## src/rtl/dmem_lsu.sv

```systemverilog
// Load/store unit: one request at a time through IDLE -> ACCESS -> RESP, driving a
// word-addressed data memory with big-endian byte lanes and sign/zero-extended loads.
module dmem_lsu #(
  parameter logic [31:0] DMEM_BASE = 32'h0000_0000
) (
  input  logic        clk,
  input  logic        rst,
  input  logic        req_valid,
  output logic        req_ready,
  input  logic        req_we,
  input  logic [1:0]  req_size,
  input  logic        req_signed,
  input  logic [31:0] req_addr,
  input  logic [31:0] req_wdata,
  output logic        resp_valid,
  output logic [31:0] resp_rdata,
  output logic        resp_err,
  output logic [9:0]  mem_addr,
  output logic [31:0] mem_din,
  output logic [3:0]  mem_be,
  output logic        mem_wren,
  input  logic [31:0] mem_dout
);

  typedef enum logic [1:0] {
    IDLE   = 2'd0,
    ACCESS = 2'd1,
    RESP   = 2'd2
  } state_t;

  state_t      state, state_nx;
  logic        we_q, signed_q, err_q;
  logic [1:0]  size_q;
  logic [11:0] addr_q;
  logic [31:0] wdata_q, rdata_q;

  logic        req_err;
  logic [3:0]  be_map;
  logic [7:0]  byte_lane;
  logic [15:0] half_lane;
  logic [31:0] load_val;

  // Request rejection: illegal size, misalignment, or outside the 4 KB window.
  always_comb begin
    // NOTE: every always_comb output gets a default first so no path can infer a latch.
    req_err = 1'b0;
    case (req_size)
      2'b01:   req_err = req_addr[0];
      2'b10:   req_err = (req_addr[1:0] != 2'b00);
      2'b11:   req_err = 1'b1;
      default: req_err = 1'b0;
    endcase
    if (req_addr[31:12] != DMEM_BASE[31:12]) req_err = 1'b1;
  end

  always_comb begin
    state_nx = state;
    case (state)
      IDLE:    if (req_valid) state_nx = req_err ? RESP : ACCESS;
      ACCESS:  state_nx = RESP;
      RESP:    state_nx = IDLE;
      default: state_nx = IDLE;
    endcase
  end

  // Big-endian lanes: offset 0 is the most significant byte of the word.
  always_comb begin
    be_map    = 4'b0000;
    byte_lane = 8'h00;
    half_lane = addr_q[1] ? mem_dout[15:0] : mem_dout[31:16];
    load_val  = mem_dout;
    case (addr_q[1:0])
      2'b00:   byte_lane = mem_dout[31:24];
      2'b01:   byte_lane = mem_dout[23:16];
      2'b10:   byte_lane = mem_dout[15:8];
      default: byte_lane = mem_dout[7:0];
    endcase
    case (size_q)
      2'b00: begin
        be_map   = 4'b1000 >> addr_q[1:0];
        load_val = {{24{signed_q & byte_lane[7]}}, byte_lane};
      end
      2'b01: begin
        be_map   = addr_q[1] ? 4'b0011 : 4'b1100;
        load_val = {{16{signed_q & half_lane[15]}}, half_lane};
      end
      2'b10:   be_map = 4'b1111;
      default: be_map = 4'b0000;
    endcase
  end

  always_ff @(posedge clk) begin
    if (rst) begin
      state    <= IDLE;
      we_q     <= 1'b0;
      signed_q <= 1'b0;
      err_q    <= 1'b0;
      size_q   <= 2'b00;
      addr_q   <= 12'h000;
      wdata_q  <= 32'h0;
      rdata_q  <= 32'h0;
    end else begin
      // NOTE: state registers use non-blocking assignments so every flop samples pre-edge values.
      state <= state_nx;
      if (state == IDLE && req_valid) begin
        we_q     <= req_we;
        size_q   <= req_size;
        signed_q <= req_signed;
        addr_q   <= req_addr[11:0];
        wdata_q  <= req_wdata;
        err_q    <= req_err;
        rdata_q  <= 32'h0;
      end
      if (state == ACCESS && !we_q) rdata_q <= load_val;
    end
  end

  assign req_ready  = (state == IDLE);
  assign resp_valid = (state == RESP);
  assign resp_err   = (state == RESP) && err_q;
  assign resp_rdata = rdata_q;
  assign mem_addr   = addr_q[11:2];
  assign mem_din    = wdata_q;
  assign mem_be     = (state == ACCESS) ? be_map : 4'b0000;
  // Gated by state only, so a store already in ACCESS completes even if rst is high.
  assign mem_wren   = (state == ACCESS) && we_q;

endmodule

```

## config.mk

```make
export PLATFORM = sky130hd
export DESIGN_NAME = dmem_lsu
export DESIGN_NICKNAME = d
export VERILOG_FILES = /design/src/rtl/dmem_lsu.sv
export SDC_FILE = /design/constraint.sdc
export NUM_CORES = 1
export LEC_CHECK = 0
export CAP_MARGIN = 15
export CORE_UTILIZATION = 36
export DETAILED_ROUTE_END_ITERATION = 7
export GPL_TIMING_DRIVEN = 0
export PLACE_DENSITY_LB_ADDON = 0.1
export SLEW_MARGIN = 20
export SYNTH_ARGS = -nofsm -noshare
export SYNTH_HDL_FRONTEND = slang
export SYNTH_SLANG_ARGS = --single-unit
```

## constraint.sdc

```tcl
create_clock -name clk -period 1.7 [get_ports clk]
set_clock_uncertainty 0.15 [all_clocks]
set_input_delay 0.34 -clock clk [delete_from_list [all_inputs] [get_ports clk]]
set_output_delay 0.34 -clock clk [all_outputs]
set_load 0.05 [all_outputs]
```

==> impl_metrics.toml, run 1 <==
[setup_path]
setup.worst_path.start = "addr_q[0]$_SDFFE_PP0P_"
cp.required_ns = 1.21
cp_max_fo = 3
reg2reg_depth = 6
r2r_end = "resp_rdata[18]$_SDFFE_PP0P_"
ff2ff_setup_slack_ns = -0.24
cp-start-kind = "flip-flop"
crit_arrival_ns = 1.47
cp-end-kind = "primary output"
critical_path_class = "flip-flop to primary output"
r2r_start = "addr_q[1]$_SDFFE_PP0P_"

[final_layout]
area_delta_synth_final_pct = 75.56
final_util = 0.6570
diodes = 0
layout_common_cells = "nand2_1, clkdlybuf4s50_1, dfxtp_1, a21oi_1, clkbuf_2"
fin_cells = 766
final_area_mm2 = 0.006128
layout-drive-gt1-share = 0.3061
nNetsFinal = 735
layout_commonest_cell = "nand2_1"
fillers = 822

[hold_path]
hold_depth = 2
hold_path_end = "resp_rdata[31]$_SDFFE_PP0P_"
hold_path.startpoint = "mem_dout[31]"
hold_path.class = "input port to flip-flop"

[placement]
place_area_mm2 = 0.005598
hpwl_um = 8286
portBuffers = 183
gp_congestion = 0.8225
dp_cells = 729

[die]
dieArea_mm2 = 0.01009
die_y_um = 100.5
core_region_area_mm2 = 0.009328
start_util = 0.3742
die_w_um = 100.5
io_pins = 185
row_count = 35

[synthesis]
ys_seq_area_frac = 0.4760
ys.flop_type = "dfxtp_1"
ys_async_sr_fraction = 0
synth.distinct_cells = 37
synth_edf_count = 0
yosysWarningCount = 0
syn-instance-count = 417
synth_fp_nets = 520
syn_area_mm2 = 0.003491
synth-seq-cells = 83
syn_avg_cell_area_um2 = 8.371

[cts]
htree_levels = 3
clk_pin_slew_ns = 0.08
cts_tree = "done"
hold_buffers = 0
numCtsBuffers = 9
clock-sinks = 83
clock_path_buffers = 2
clock_latency_ns = 0.35
cts_root_buf = "clkbuf_8"

[status]
violations = "negative setup slack"
status = "finished, violations left"

[sta]
slew_viol_final = 0
fmax_mhz = 511.0
slew_headroom = 0.6001
rsz0062_at_grt = "yes"
setup_slack_ns = -0.2568
finalHoldViolations = 0
worst-slew-pin-transition_ns = 0.5999
period_needed_ns = 1.957
fin_crit_sh = 1.151
timing.hold.ws_ns = 0.2657
setup_viol = 30

[grt]
overflow = 0
grt_max_degree = 14
antenna_found_initial = 0
grt_pass1_wl_um = 18090
grt_util_all_layers = 0.2288
grt_pass1_vias = 3655

[pwr]
p_leak_nw = 2.394
vdd.ir_drop.worst_v = 0.0008119
powerDensity_mw_per_mm2 = 754.3
total_power_mw = 4.623

[job]
drv_cap = 0

[detailed_routing]
drc = 0
wire_per_inst_um = 15.27
drt_wl_total_um = 11690
avgViaCountPerCell = 4.944
drt_iter0_drc = 160
vias = 3787
dr.pass1.iters = 4
ant_nets = 0
per-stage QoR:
step,setup slack [ns],TNS [ns]
floorplan,-0.1665,-2.244
global placement,-0.8841,-33.32
detailed placement,-0.9095,-34.96
CTS,-0.2865,-3.633
global route,-0.3220,-6.692
finish,-0.2568,-5.358
critical path, cell delays in order (launching register included):
cell and delay (ns):
dfxtp_4 0.35, or2b_1 0.19, or2b_1 0.27, a21oi_4 0.14, buf_8 0.16
sequential cells by signal (all words and copies together), names as in the netlist:
signal,flops
resp_rdata,32
addr_q,12
signed_q,1
err_q,1
size_q,2
mem_din,32
state,2
we_q,1
logic make-up after synthesis:
group / count (synthesis) / synth area share
simple gates: 164 / 0.2104
mux: 12 / 0.04014
compound gates: 113 / 0.2072
buf+inv: 45 / 0.06631
flops: 83 / 0.4760
Yosys cell counts (2+ instances only):
cell,instances,area (um^2)
nand2_1,107,401.6
dfxtp_1,83,1662
a21oi_1,59,295.3
clkbuf_1,27,101.4
a221o_1,16,160.2
o21ai_0,16,80.08
o2bb2ai_1,15,131.4
nor2_1,13,48.80
buf_4,10,75.07
nor3_1,10,50.05
mux2i_1,8,80.08
nor2b_1,8,50.05
or3_1,8,50.05
nor4_1,7,43.79
buf_6,3,33.78
and2_1,2,12.51
buf_2,2,10.01
inv_1,2,7.510
nand2b_1,2,12.51
or2b_1,2,15.01
routing by layer:
metal,vias up,GRT usage,part of all wire
li1,1877,-,-
met1,1764,0.2789,0.42
met2,140,0.4009,0.51
met3,6,0.06727,0.069
met4,0,0.04459,0.0063
met5,-,0,0
repair_timing:
item	4_1_cts	5_1_grt
pin swaps	18	6
endpoints found under the setup margin	118	103
cloned	1	0
gates resized for setup	297	78
buffers inserted	14	10
how the worst max path moves through the flow:
stage / to / slack, ns / depth (start not counted)
final: mem_be[3] / -0.26 / 4
after floorplan: resp_rdata[21]$_SDFFE_PP0P_ / -0.17 / 7
after detailed placement: mem_be[0] / -0.91 / 4
after global placement: mem_be[0] / -0.88 / 6
after global routing: mem_be[3] / -0.32 / 4
after CTS: mem_be[3] / -0.29 / 4
final cells by class:
cell class              count  area, um^2  share of cell area
flip-flops and latches     83        1685              0.2750
plain buffers              39       274.0             0.04471
inverters                   2       7.507            0.001225
well taps                 129       161.4             0.02634
repair buffers            208        1932              0.3152
clock inverters             4       75.07             0.01225
multi-input cells         289        1858              0.3032
clock buffers              12       135.1             0.02205
power by group:
group          leakage, nW  switching (mW)  total (mW)  internal (mW)
logic                 1.62           0.565        1.04          0.479
clock network       0.0968           0.698        1.53          0.830
registers            0.682          0.0431        2.05           2.01
Note: power is estimated with default switching activity, not from simulation.
==> inputs of run 2 (changes only) <==
--- a/config.mk
+++ b/config.mk
@@ -10,7 +10,7 @@
 export DETAILED_ROUTE_END_ITERATION = 7
 export GPL_TIMING_DRIVEN = 0
 export PLACE_DENSITY_LB_ADDON = 0.1
-export SLEW_MARGIN = 20
+export SLEW_MARGIN = 25
 export SYNTH_ARGS = -nofsm -noshare
 export SYNTH_HDL_FRONTEND = slang
 export SYNTH_SLANG_ARGS = --single-unit
==> results of run 2 <==
No change in the layout: final DEF, timing and power equal those of run 1.
==> inputs of run 3 (changes only) <==
--- a/config.mk
+++ b/config.mk
@@ -7,6 +7,7 @@
 export LEC_CHECK = 0
 export CAP_MARGIN = 15
 export CORE_UTILIZATION = 36
+export CTS_BUF_LIST = sky130_fd_sc_hd__clkbuf_8 sky130_fd_sc_hd__clkbuf_16
 export DETAILED_ROUTE_END_ITERATION = 7
 export GPL_TIMING_DRIVEN = 0
 export PLACE_DENSITY_LB_ADDON = 0.1
==> run 3 against run 2 <==
Against the previous run:
- the run still ends with negative setup slack left
- fmax about the same
- clock power is essentially flat
- combinational power hardly changed
- final cell count unchanged
- first-iteration DRC count shrank 34%
- utilization unchanged
- final area stayed put
- sequential share of layout area unchanged
- worst hold slack worse by 0.0039 ns
- critical endpoint is now mem_be[1]
==> impl_metrics.toml, run 3 (synthesis results as in run 1) <==
[placement]
gp_congestion = 0.8225
dpl_worst_slack_ns = -0.9095
hpwl_um = 8286
portBuffers = 183

[pwr]
p_switching_mw = 1.311
combPwrFrac = 0.227
total_power_mw = 4.611
intPower_mw = 3.300
vdd.ir_drop.worst_v = 0.0008110
pwr-share-clk = 0.329
p_leak_nw = 2.407
pwr-share-seq = 0.445
powerDensity_mw_per_mm2 = 752.4
p_sw_frac = 0.2844

[setup_path]
cp.required_ns = 1.21
crit_arrival_ns = 1.47
cp-end-kind = "primary output"
cp-start-kind = "flip-flop"
r2r_start = "size_q[0]$_SDFFE_PP0P_"
setup.worst_path.start = "size_q[0]$_SDFFE_PP0P_"
critical_path_class = "flip-flop to primary output"
cp_max_fo = 6

[final_layout]
layout_common_cells = "nand2_1, clkdlybuf4s50_1, dfxtp_1, a21oi_1, clkbuf_2"
area_delta_synth_final_pct = 75.56
layout_commonest_cell = "nand2_1"
nNetsFinal = 735
layout-drive-gt1-share = 0.3061
diodes = 0

[cts]
numCtsBuffers = 9
clock-sinks = 83
clock_latency_ns = 0.35
htree_levels = 3
clock_path_buffers = 2
cts_root_buf = "clkbuf_8"
cts_tree = "done"
clk_pin_slew_ns = 0.08

[sta]
fin_crit_sh = 1.152
worst-slew-pin-transition_ns = 0.6007
rsz0062_at_grt = "yes"
setup_viol = 30
slew_viol_final = 0
finalHoldViolations = 0
fmax_mhz = 510.6
setup_slack_ns = -0.2586
period_needed_ns = 1.959
slew_headroom = 0.5995
timing.hold.ws_ns = 0.2618

[die]
dieArea_mm2 = 0.01009
core_region_area_mm2 = 0.009328
row_count = 35
die_y_um = 100.5
io_pins = 185
start_util = 0.3742
die_w_um = 100.5

[job]
drv_cap = 0

[grt]
grt_pass1_wl_um = 18100
overflow = 0
grt_max_degree = 14
antenna_found_initial = 0
grt_util_all_layers = 0.2289
grt_pass1_vias = 3653

[detailed_routing]
drc = 0
wire_per_inst_um = 15.25
dr.pass1.iters = 4
drt_iter0_drc = 105
vias = 3806
avgViaCountPerCell = 4.969
ant_nets = 0
drt_wl_total_um = 11690

[status]
violations = "negative setup slack"
status = "finished, violations left"

[hold_path]
hold_path.startpoint = "mem_dout[31]"
hold_path.class = "input port to flip-flop"
==> run 3: power by group through the flow <==
stage / Sequential, mW / Combinational, mW / Clock, mW
after CTS: 2.05 / 1.02 / 1.56
after detailed placement: 2.10 / 0.973 / 0
final: 2.05 / 1.04 / 1.52
after global routing: 2.06 / 1.11 / 1.65
after global placement: 2.10 / 0.965 / 0
after floorplan: 2.24 / 0.377 / 0
==> run 3: cell type report <==
cell class | count | area (um^2)
Fill cell | 823 | 3199
Timing Repair Buffer | 208 | 1929
Multi-Input combinational cell | 289 | 1858
Sequential cell | 83 | 1685
Buffer | 39 | 276.5
Tap cell | 129 | 161.4
Clock buffer | 9 | 123.9
Clock inverter | 7 | 86.33
Inverter | 2 | 7.507
==> run 3: final timing paths <==
| path | end | depth (start not counted) | slack (ns) |
|---|---|---|---|
| max reg2reg | resp_rdata[18]$_SDFFE_PP0P_ | 6 | -0.24 |
| min reg2reg | mem_din[14]$_SDFFE_PP0P_ | 2 | 0.31 |
| min | resp_rdata[31]$_SDFFE_PP0P_ | 2 | 0.26 |
| max | mem_be[1] | 4 | -0.26 |
==> run 3: through the flow <==
step / utilization / instance area [um^2] / setup TNS (ns) / instances
after detailed placement: 0.6001 / 5598 / -34.96 / 729
after CTS: 0.6577 / 6135 / -3.637 / 758
after floorplan: - / 3605 / -2.244 / 417
after global placement: 0.6001 / 5598 / -33.32 / 729
after global routing: 0.6570 / 6128 / -6.765 / 766
final: 0.6570 / 6128 / -5.400 / 766
==> run 3: routing by layer <==
metal	vias up	part of all wire	wire length [um]	GRT usage
li1	1870	-	-	-
met1	1784	0.41	4832	0.2793
met2	141	0.50	5878	0.4009
met3	11	0.072	838	0.06727
met4	0	0.012	136	0.04459
met5	-	0	0	0
==> run 3: critical path: stages, from the launching register on <==
cell,delay (ns)
dfxtp_4,0.37
or2b_1,0.26
a21oi_1,0.25
nor2_4,0.05
buf_4,0.19
==> run 3: what timing repair did <==
| item | in CTS | in global routing |
|---|---|---|
| endpoints found under the setup margin | 118 | 105 |
| gates resized for setup | 297 | 81 |
| cloned | 1 | 0 |
| pin swaps | 18 | 6 |
| setup buffers | 14 | 10 |
| hold buffers | 0 | 0 |
